$ cat src/rtl/imc_frame_tx.sv
// Single-wire frame transmitter: waits for bus idle, sends start/32 data/stop bits and
// arbitrates bit-by-bit against the wired-AND readback, retrying on lost arbitration.
module imc_frame_tx #(
    parameter int BIT_CLKS  = 100,
    parameter int IDLE_CLKS = 800,
    parameter int MAX_RETRY = 7
) (
    input  logic        clk_100,
    input  logic        RSTn,
    input  logic        enable,
    input  logic        tx_req,
    input  logic [31:0] tx_data,
    input  logic        rx_pin_in,
    output logic        tx_pin_out,
    output logic        tx_busy,
    output logic        tx_done,
    output logic        tx_lost,
    output logic        tx_fail,
    output logic        tx_err
);
    // state     | meaning
    // IDLE      | no frame pending, bus released
    // WAIT_IDLE | frame latched, waiting for bus idle
    // START     | driving start bit (0), checking for bus fault
    // DATA      | shifting 32 data bits LSB first, arbitrating
    // STOP      | driving stop bit (1), readback ignored

    localparam int BW = (BIT_CLKS > 1) ? $clog2(BIT_CLKS) : 1;
    localparam int IW = $clog2(IDLE_CLKS + 1);
    localparam int RW = $clog2(MAX_RETRY + 2);
    localparam logic [BW-1:0] BIT_LAST    = BW'(BIT_CLKS - 1);
    localparam logic [BW-1:0] BIT_MID     = BW'(BIT_CLKS / 2);
    localparam logic [IW-1:0] IDLE_MAX    = IW'(IDLE_CLKS);
    localparam logic [RW-1:0] RETRY_LIMIT = RW'(MAX_RETRY + 1);
    localparam logic [31:0]   BAD_BITS    = 32'h8820_8820;

    typedef enum logic [2:0] {IDLE, WAIT_IDLE, START, DATA, STOP} state_t;

    state_t        state, state_nxt;
    logic [BW-1:0] bit_cnt, bit_cnt_nxt;
    logic [4:0]    bit_idx, bit_idx_nxt;
    logic [31:0]   shift_q, shift_nxt;
    logic [31:0]   frame_q, frame_nxt;
    logic [RW-1:0] retry_cnt, retry_nxt;
    logic [IW-1:0] idle_cnt;
    logic          pin_nxt, busy_nxt;
    logic          done_nxt, lost_nxt, fail_nxt, err_nxt;
    logic          bus_idle, bit_end, bit_mid;

    always_ff @(posedge clk_100 or negedge RSTn) begin
        if (!RSTn) begin
            idle_cnt <= '0;
        end else if (!rx_pin_in) begin
            idle_cnt <= '0;
        end else if (idle_cnt < IDLE_MAX) begin
            idle_cnt <= idle_cnt + IW'(1);
        end
    end

    assign bus_idle = (idle_cnt >= IDLE_MAX);
    assign bit_end  = (bit_cnt == BIT_LAST);
    assign bit_mid  = (bit_cnt == BIT_MID);

    always_comb begin
        state_nxt   = state;
        bit_cnt_nxt = bit_cnt;
        bit_idx_nxt = bit_idx;
        shift_nxt   = shift_q;
        frame_nxt   = frame_q;
        retry_nxt   = retry_cnt;
        pin_nxt     = 1'b1;
        busy_nxt    = tx_busy;
        done_nxt    = 1'b0;
        lost_nxt    = 1'b0;
        fail_nxt    = 1'b0;
        err_nxt     = 1'b0;

        if (!enable) begin
            state_nxt   = IDLE;
            busy_nxt    = 1'b0;
            retry_nxt   = '0;
            bit_cnt_nxt = '0;
            bit_idx_nxt = '0;
        end else begin
            case (state)
                IDLE: begin
                    bit_cnt_nxt = '0;
                    if (tx_req) begin
                        if ((tx_data & BAD_BITS) != 32'd0) begin
                            err_nxt = 1'b1;
                        end else begin
                            frame_nxt = tx_data;
                            busy_nxt  = 1'b1;
                            state_nxt = WAIT_IDLE;
                        end
                    end
                end
                WAIT_IDLE: begin
                    if (bus_idle) begin
                        state_nxt   = START;
                        bit_cnt_nxt = '0;
                        shift_nxt   = frame_q;
                        pin_nxt     = 1'b0;
                    end
                end
                START: begin
                    pin_nxt = 1'b0;
                    // Readback high while we pull low means the line is stuck or shorted.
                    if (bit_mid && rx_pin_in) begin
                        fail_nxt    = 1'b1;
                        state_nxt   = IDLE;
                        busy_nxt    = 1'b0;
                        retry_nxt   = '0;
                        bit_cnt_nxt = '0;
                        pin_nxt     = 1'b1;
                    end else if (bit_end) begin
                        state_nxt   = DATA;
                        bit_cnt_nxt = '0;
                        bit_idx_nxt = '0;
                        pin_nxt     = shift_q[0];
                    end else begin
                        bit_cnt_nxt = bit_cnt + BW'(1);
                    end
                end
                DATA: begin
                    pin_nxt = shift_q[0];
                    if (bit_mid && shift_q[0] && !rx_pin_in) begin
                        pin_nxt     = 1'b1;
                        bit_cnt_nxt = '0;
                        if ((retry_cnt + RW'(1)) == RETRY_LIMIT) begin
                            fail_nxt  = 1'b1;
                            state_nxt = IDLE;
                            busy_nxt  = 1'b0;
                            retry_nxt = '0;
                        end else begin
                            lost_nxt  = 1'b1;
                            retry_nxt = retry_cnt + RW'(1);
                            state_nxt = WAIT_IDLE;
                        end
                    end else if (bit_end) begin
                        bit_cnt_nxt = '0;
                        shift_nxt   = shift_q >> 1;
                        if (bit_idx == 5'd31) begin
                            state_nxt = STOP;
                            pin_nxt   = 1'b1;
                        end else begin
                            bit_idx_nxt = bit_idx + 5'd1;
                            pin_nxt     = shift_q[1];
                        end
                    end else begin
                        bit_cnt_nxt = bit_cnt + BW'(1);
                    end
                end
                STOP: begin
                    if (bit_end) begin
                        done_nxt    = 1'b1;
                        state_nxt   = IDLE;
                        busy_nxt    = 1'b0;
                        retry_nxt   = '0;
                        bit_cnt_nxt = '0;
                    end else begin
                        bit_cnt_nxt = bit_cnt + BW'(1);
                    end
                end
                default: begin
                    state_nxt = IDLE;
                    busy_nxt  = 1'b0;
                end
            endcase
        end
    end

    always_ff @(posedge clk_100 or negedge RSTn) begin
        if (!RSTn) begin
            state      <= IDLE;
            bit_cnt    <= '0;
            bit_idx    <= '0;
            shift_q    <= '0;
            frame_q    <= '0;
            retry_cnt  <= '0;
            tx_pin_out <= 1'b1;
            tx_busy    <= 1'b0;
            tx_done    <= 1'b0;
            tx_lost    <= 1'b0;
            tx_fail    <= 1'b0;
            tx_err     <= 1'b0;
        end else begin
            state      <= state_nxt;
            bit_cnt    <= bit_cnt_nxt;
            bit_idx    <= bit_idx_nxt;
            shift_q    <= shift_nxt;
            frame_q    <= frame_nxt;
            retry_cnt  <= retry_nxt;
            tx_pin_out <= pin_nxt;
            tx_busy    <= busy_nxt;
            tx_done    <= done_nxt;
            tx_lost    <= lost_nxt;
            tx_fail    <= fail_nxt;
            tx_err     <= err_nxt;
        end
    end
endmodule

$ cat config.mk
export PLATFORM = sky130hd
export DESIGN_NAME = imc_frame_tx
export DESIGN_NICKNAME = d
export VERILOG_FILES = /design/src/rtl/imc_frame_tx.sv
export SDC_FILE = /design/constraint.sdc
export NUM_CORES = 1
export LEC_CHECK = 0
export CORE_MARGIN = 1
export CORE_UTILIZATION = 35
export DETAILED_ROUTE_END_ITERATION = 10
export GPL_TIMING_DRIVEN = 0
export PLACE_DENSITY = 0.5
export SLEW_MARGIN = 5
export SYNTH_ARGS = -nofsm -noshare
export SYNTH_HDL_FRONTEND = slang
export SYNTH_SLANG_ARGS = --single-unit
$ cat constraint.sdc
create_clock -name clk_100 -period 3.1 [get_ports clk_100]
set_clock_uncertainty 0.1 [all_clocks]
set_input_delay 0.62 -clock clk_100 [delete_from_list [all_inputs] [get_ports clk_100]]
set_output_delay 0.62 -clock clk_100 [all_outputs]
set_load 0.1 [all_outputs]
==> results of run 1 <==
-- worst max-delay path: stages --
cell             delay, ps
clkdlybuf4s50_1        390
or4_1                  550
nor3_1                 220
nand4_1                310
clkbuf_1               420
mux2_2                 370
-- metal layers --
layer  up-vias  track usage
li1       1720            -
met1      1713       0.2241
met2        56       0.2299
met3         6      0.05077
met4         0      0.03797
met5         -            0
-- layout make-up --
type                       instances  area (um^2)
fill                            1310         7571
sequential                        99         2479
multi-input combinational        320         2156
timing repair buffer              42        435.4
clock buffer                      10        239.0
tap                              176        220.2
buffer                            20        88.84
inverter                          16        60.06
clock inverter                     6        46.29
-- cell usage in the layout (no fill, tap or decap), drive strengths merged, types with 5 or more instances in the layout --
cell | synthesis | routed
and3 | 10 | 10
inv | 16 | 18
a21boi | 5 | 5
clkdlybuf4s50 | 0 | 40
nor2 | 48 | 48
nand4 | 6 | 6
ha | 8 | 8
a21oi | 43 | 43
dfrtp | 98 | 98
clkbuf | 13 | 23
xnor2 | 5 | 5
mux2 | 28 | 28
o21ai | 11 | 11
nand2 | 37 | 37
mux2i | 33 | 33
buf | 7 | 9
nand3 | 13 | 13
and2 | 12 | 12
-- power breakdown --
group / internal [mW] / switching (mW) / leakage [nW]
clock network: 0.572 / 0.503 / 0.135
logic: 0.277 / 0.446 / 1.28
registers: 1.37 / 0.0408 / 1.36
total: 2.21 / 0.990 / 2.78
-- kinds of logic after synthesis --
kind of cell / after synthesis / synth area share
DFF: 99 / 0.5182
and+or+nand+nor: 156 / 0.1635
buffers and inverters: 36 / 0.03113
xor gates and xnor gates: 6 / 0.01099
muxes: 61 / 0.1350
adders and majority gates: 8 / 0.02093
AOI/OAI and AO/OA: 89 / 0.1203
-- final timing paths --
| check | end | depth (start not counted) | from | slack [ps] |
|---|---|---|---|---|
| worst max-delay path | frame_q[29]$_DFFE_PN0P_ | 6 | tx_data[11] | 340 |
| worst min-delay path | idle_cnt[3]$_DFFE_PN0P_ | 1 | RSTn | 160 |
| worst max register to register | bit_cnt[4]$_DFFE_PN0P_ | 5 | idle_cnt[6]$_DFFE_PN0P_ | 510 |
| worst min register to register | frame_q[5]$_DFFE_PN0P_ | 1 | frame_q[5]$_DFFE_PN0P_ | 390 |
| max in group asynchronous | tx_pin_out$_DFF_PN1_ | 2 | RSTn | 2030 |
| min in group clk_100 | frame_q[5]$_DFFE_PN0P_ | 1 | frame_q[5]$_DFFE_PN0P_ | 390 |
-- state kept, by name, summed over array words and instances, names as in the netlist --
signal      cells
bit_idx         5
tx_err          1
tx_busy         1
state           3
tx_lost         1
tx_pin_out      1
tx_done         1
frame_q        32
idle_cnt       10
shift_q        32
retry_cnt       4
bit_cnt         7
tx_fail         1
-- stage by stage --
stage	hold slack, ps	cell area, um^2	total power [mW]	TNS (ps)
after floorplan	224.4	4783	1.931	0
after global placement	369.5	5414	2.142	-259650
after global routing	204.2	5724	3.379	0
after CTS	181.6	5724	3.263	0
final	163.6	5724	3.203	0
after detailed placement	375.2	5439	2.155	-245.0
==> key figures, run 1 <==
Floorplan
  • Chip width: 118.9 um
  • Ports: 43
  • Initial core utilization: 0.3598
  • Core area: 13,300 um^2
  • Std cell rows: 42
  • Die H: 118.9 um
  • Die area: 14,140 um^2

Placement
  • Hpwl dp: 7067 um
  • Placed cell count: 673
  • PortBufs: 41
  • Pre-CTS WS: -29.01 ps
  • GP Congestion: 0.8709

Cells and area
  • Fin util: 0.4305
  • N_diodes: 0
  • Layout area overhead: 19.67%
  • Nets: 553
  • Share of cells above drive strength 1: 0.1189
  • Layout Cells excl Fill: 689

STA
  • Fmax: 0.3628 GHz
  • Setup Viol. Count Final: 0
  • Fin. max-slew vios: 0
  • Worst slew margin: 0.3290
  • RSZ-0062 raised after global routing: false
  • Final WS setup: 343.9 ps
  • Final hold violation count: 0
  • Worst-Margin Slew: 998.9 ps
  • Final min period: 2756 ps
  • Crit share post-route: 0.8891

Route
  • DR vias: 3,495
  • Met2 wire length: 4485 um
  • Met3 wire length: 417 um
  • M1 WL: 5215 um
  • ANT nets after route: 0
  • Initial DRC Count: 183
  • TritonRoute pass-1 iters: 4
  • WL/cell: 14.80 um
  • Routed vias/inst: 5.073
  • DR DRC count: 0
  • Final wirelength: 10,190 um
  • Top sig layer: met4

Logic synthesis
  • Register area share after synthesis: 0.5182
  • Avg Inst Size Synth: 10.51 um^2
  • Synth top cells by count: 98 x dfrtp_1, 48 x nor2_1, 43 x a21oi_1, 37 x nand2_1, 33 x mux2i_1
  • Synth area leaders: dfrtp_1 51%, mux2i_1 6.9%, mux2_2 6.4%
  • Area leader, netlist: dfrtp_1
  • Synthesized cell area: 4783 um^2
  • Post-synth EDFFs: 0
  • Area share of the largest cell type after synthesis: 0.5127
  • Most used DFF post-synth: dfrtp_1
  • Async SR Flop Fraction: 1.000
  • Yosys warns: 0
  • Most frequent cell after synthesis: dfrtp_1
  • Cells after Synth: 455
  • Synthesized flop and latch total: 99
  • Syn nets: 500
  • Distinct cells, synth: 61

Power
  • Lkg Pwr: 2.778 nW
  • Power Density: 559.6 nW/um^2
  • Peak supply drop: 310.7 uV

Critical path
  • Kind of critical path: input pin to flop
  • Critical Path End Type: flop
  • CP Launch Type: input pin
  • Arr. time, crit path: 2890 ps
  • CP max FO: 10
  • Critical path required time: 3230 ps

Clock network
  • TritonCTS clock tree: yes
  • Postcts setup bufs: 0
  • Clock Sinks: 99
  • Clock slew at reported path FFs: 70 ps
  • Clock latency on the worst-skew pair: 350 ps
  • Inserted Clock Buffers: 9
  • Max clock buf depth: 2
  • Root buffer cell: clkbuf_16
  • H-tree lvl count: 3
  • PostCTS Resize Cnt: 0
  • Hold Buf Count CTS: 0

Global routing
  • First-pass GRT wire length: 17,680 um
  • Vias in the first global route: 3,472
  • All-Layer GR Usage: 0.1572
  • Largest net degree at the start of global routing: 58
  • Total gr overflow: 0
  • Initial antenna violation count: 0

Run status
  • Status: completed

Job
  • Max Cap Viol: 0

Min path
  • Hold Crit Class: input pin to async pin
No activity file was read; power rests on OpenSTA's default activity.
==> run 2, diff against run 1 <==
CORE_ASPECT_RATIO = 0.5   (was default)
SETUP_SLACK_MARGIN = 0.1   (was default)
==> run 2 against run 1 <==
Effect of this change:
- via count shrank 0.86%
- non-clock buffer count unchanged
- total power grew 2.5%
- global-route usage grew 0.43 points
- core utilization grew 1.1 points
- critical path type unchanged
- count of clock-buffer cells in the layout unchanged
- sequential cell count stayed put
- die area increased by 0.20%
- highest routed layer unchanged
- critical path depth did not move
- worst setup slack lost 140 ps
==> key figures, run 2 (synthesis results as in run 1) <==
Clock network
  • Clock Sinks: 99 (unchanged)
  • Root buffer cell: clkbuf_16 (unchanged)
  • Max clock buf depth: 2 (unchanged)
  • PostCTS Resize Cnt: 0 (unchanged)
  • Hold Buf Count CTS: 0 (unchanged)
  • H-tree lvl count: 3 (unchanged)
  • Inserted Clock Buffers: 9 (unchanged)
  • TritonCTS clock tree: yes (unchanged)
  • Clock slew at reported path FFs: 80 ps (was 70 ps)
  • Clock latency on the worst-skew pair: 350 ps (about the same)
  • Postcts setup bufs: 0 (unchanged)

Job
  • Max Cap Viol: 0 (unchanged)

Floorplan
  • Die area: 14,170 um^2 (was 14,140 um^2)
  • Initial core utilization: 0.3682 (was 0.3598)
  • Die H: 84.67 um (was 118.9 um)
  • Ports: 43 (unchanged)
  • Core area: 12,990 um^2 (was 13,300 um^2)
  • Chip width: 167.3 um (was 118.9 um)
  • Std cell rows: 29 (was 42)

Cells and area
  • Commonest non-fill, non-tap cell in the layout: dfrtp_1 (unchanged)
  • Area of the multi-input gates: 2156 um^2 (unchanged)
  • N_diodes: 0 (unchanged)
  • Top flop regs: frame_q (32), shift_q (32), idle_cnt (10) (unchanged)
  • FF+latch area: 2479 um^2 (unchanged)
  • Fillcell total: 1,286 (was 1,310)
  • Nets: 553 (unchanged)
  • Most frequent cells in the layout: 98 x dfrtp_1, 48 x nor2_1, 43 x a21oi_1, 40 x clkdlybuf4s50_1, 37 x nand2_1 (unchanged)
  • Layout area overhead: 19.85% (was 19.67%)
  • Layout Cells excl Fill: 683 (was 689)
  • Share of cells above drive strength 1: 0.1189 (unchanged)

Min path
  • Hold Crit Class: input pin to async pin (unchanged)

Route
  • Final wirelength: 10,520 um (was 10,190 um)
  • ANT nets after route: 0 (unchanged)
  • TritonRoute pass-1 iters: 4 (unchanged)
  • WL/cell: 15.41 um (was 14.80 um)
  • DR vias: 3,465 (was 3,495)
  • Initial DRC Count: 208 (was 183)
  • DR DRC count: 0 (unchanged)
  • Routed vias/inst: 5.073 (about the same)

STA
  • Final min period: 2900 ps (was 2756 ps)
  • Fmax: 0.3448 GHz (was 0.3628 GHz)
  • Setup TNS: 0 ps (unchanged)
  • RSZ-0062 raised after global routing: false (unchanged)
  • Crit share post-route: 0.9356 (was 0.8891)
  • Final hold violation count: 0 (unchanged)
  • Hold WS: 173.8 ps (was 163.6 ps)
  • Setup Viol. Count Final: 0 (unchanged)
  • Fin. max-slew vios: 0 (unchanged)
  • Worst slew margin: 0.3413 (was 0.3290)
  • Worst-Margin Slew: 984.9 ps (was 998.9 ps)

Global routing
  • First-pass GRT wire length: 18,130 um (was 17,680 um)
  • Total gr overflow: 0 (unchanged)
  • Vias in the first global route: 3,518 (was 3,472)
  • All-Layer GR Usage: 0.1616 (was 0.1572)
  • Initial antenna violation count: 0 (unchanged)
  • Largest net degree at the start of global routing: 57 (was 58)

Power
  • Lkg Pwr: 2.794 nW (was 2.778 nW)
  • Power Density: 572.9 nW/um^2 (was 559.6 nW/um^2)
  • Total chip power: 3.285 mW (was 3.203 mW)
  • Peak supply drop: 288.1 uV (was 310.7 uV)

Critical path
  • CP Launch Type: input pin (unchanged)
  • CP max FO: 2 (was 10)
  • R2R Path Start: state[2]$_DFFE_PN0P_ (was idle_cnt[6]$_DFFE_PN0P_)
  • Critical Path End Type: flop (unchanged)
  • Worst setup startpoint: tx_data[11] (unchanged)
  • Kind of critical path: input pin to flop (unchanged)
  • CP max stage delay: 540 ps (was 550 ps)
  • CP max stage cell: or4_1 (unchanged)
  • Critical path required time: 3230 ps (about the same)
  • Worst-path cell chain: clkdlybuf4s50_1 -> or4_1 -> nor4_1 -> o32a_1 -> a21boi_1 -> mux2_2 (was clkdlybuf4s50_1 -> or4_1 -> nor3_1 -> nand4_1 -> clkbuf_1 -> mux2_2)
  • Arr. time, crit path: 3030 ps (was 2890 ps)

Run status
  • Status: completed (unchanged)

Placement
  • PortBufs: 41 (unchanged)
  • GP Congestion: 0.8693 (was 0.8709)
  • Placed cell count: 667 (was 673)
  • Hpwl dp: 7150 um (was 7067 um)
==> run 2: layer usage <==
layer,wire [um],vias up,part of all wire,GRT usage
li1,-,1720,-,-
met5,0,-,0,0
met3,423,7,0.040,0.04338
met4,91,0,0.0086,0.04420
met1,5442,1677,0.52,0.2314
met2,4565,61,0.43,0.2402
==> run 2: cell type report <==
type | instances | area share
sequential | 99 | 0.4323
multi-input combinational | 320 | 0.3760
timing repair buffer | 42 | 0.07595
clock buffer | 10 | 0.04168
tap | 170 | 0.03710
buffer | 20 | 0.01550
clock inverter | 6 | 0.01091
inverter | 16 | 0.01048
==> run 2: worst paths after layout <==
| path | end | slack (ps) | cells past startpoint |
|---|---|---|---|
| setup / recovery | state[0]$_DFFE_PN0P_ | 200 | 6 |
| hold / removal | frame_q[18]$_DFFE_PN0P_ | 170 | 1 |
| setup reg to reg | shift_q[31]$_DFFE_PN0P_ | 470 | 6 |
| hold reg to reg | frame_q[27]$_DFFE_PN0P_ | 390 | 1 |
| max in group asynchronous | tx_pin_out$_DFF_PN1_ | 1980 | 2 |
| min in group clk_100 | frame_q[27]$_DFFE_PN0P_ | 390 | 1 |
==> run 2: power by group <==
| group | switching (mW) | internal, mW | leakage, nW |
|---|---|---|---|
| clock network | 0.553 | 0.596 | 0.151 |
| logic | 0.450 | 0.277 | 1.28 |
| registers | 0.0438 | 1.36 | 1.36 |
==> run 2: through the flow <==
stage	setup slack [ps]	cell area, um^2	utilization
floorplan	714.9	4783	-
detailed placement	-88.37	5431	0.4181
global placement	-2681	5406	0.4162
global route	106.8	5733	0.4413
finish	199.7	5733	0.4413
CTS	259.6	5733	0.4413
==> run 2: worst max-delay path: cells and delay by family <==
family	cells	cell delay [ps]
AND/OR/NAND/NOR	2	1050
AO/OA/AOI/OAI	2	600
buffers and inverters	1	390
multiplexers	1	370
==> run 3, diff against run 2 <==
TNS_END_PERCENT = 10   (was default)
==> results of run 3 <==
The final DEF is identical to that of run 2; final timing and power are the same.
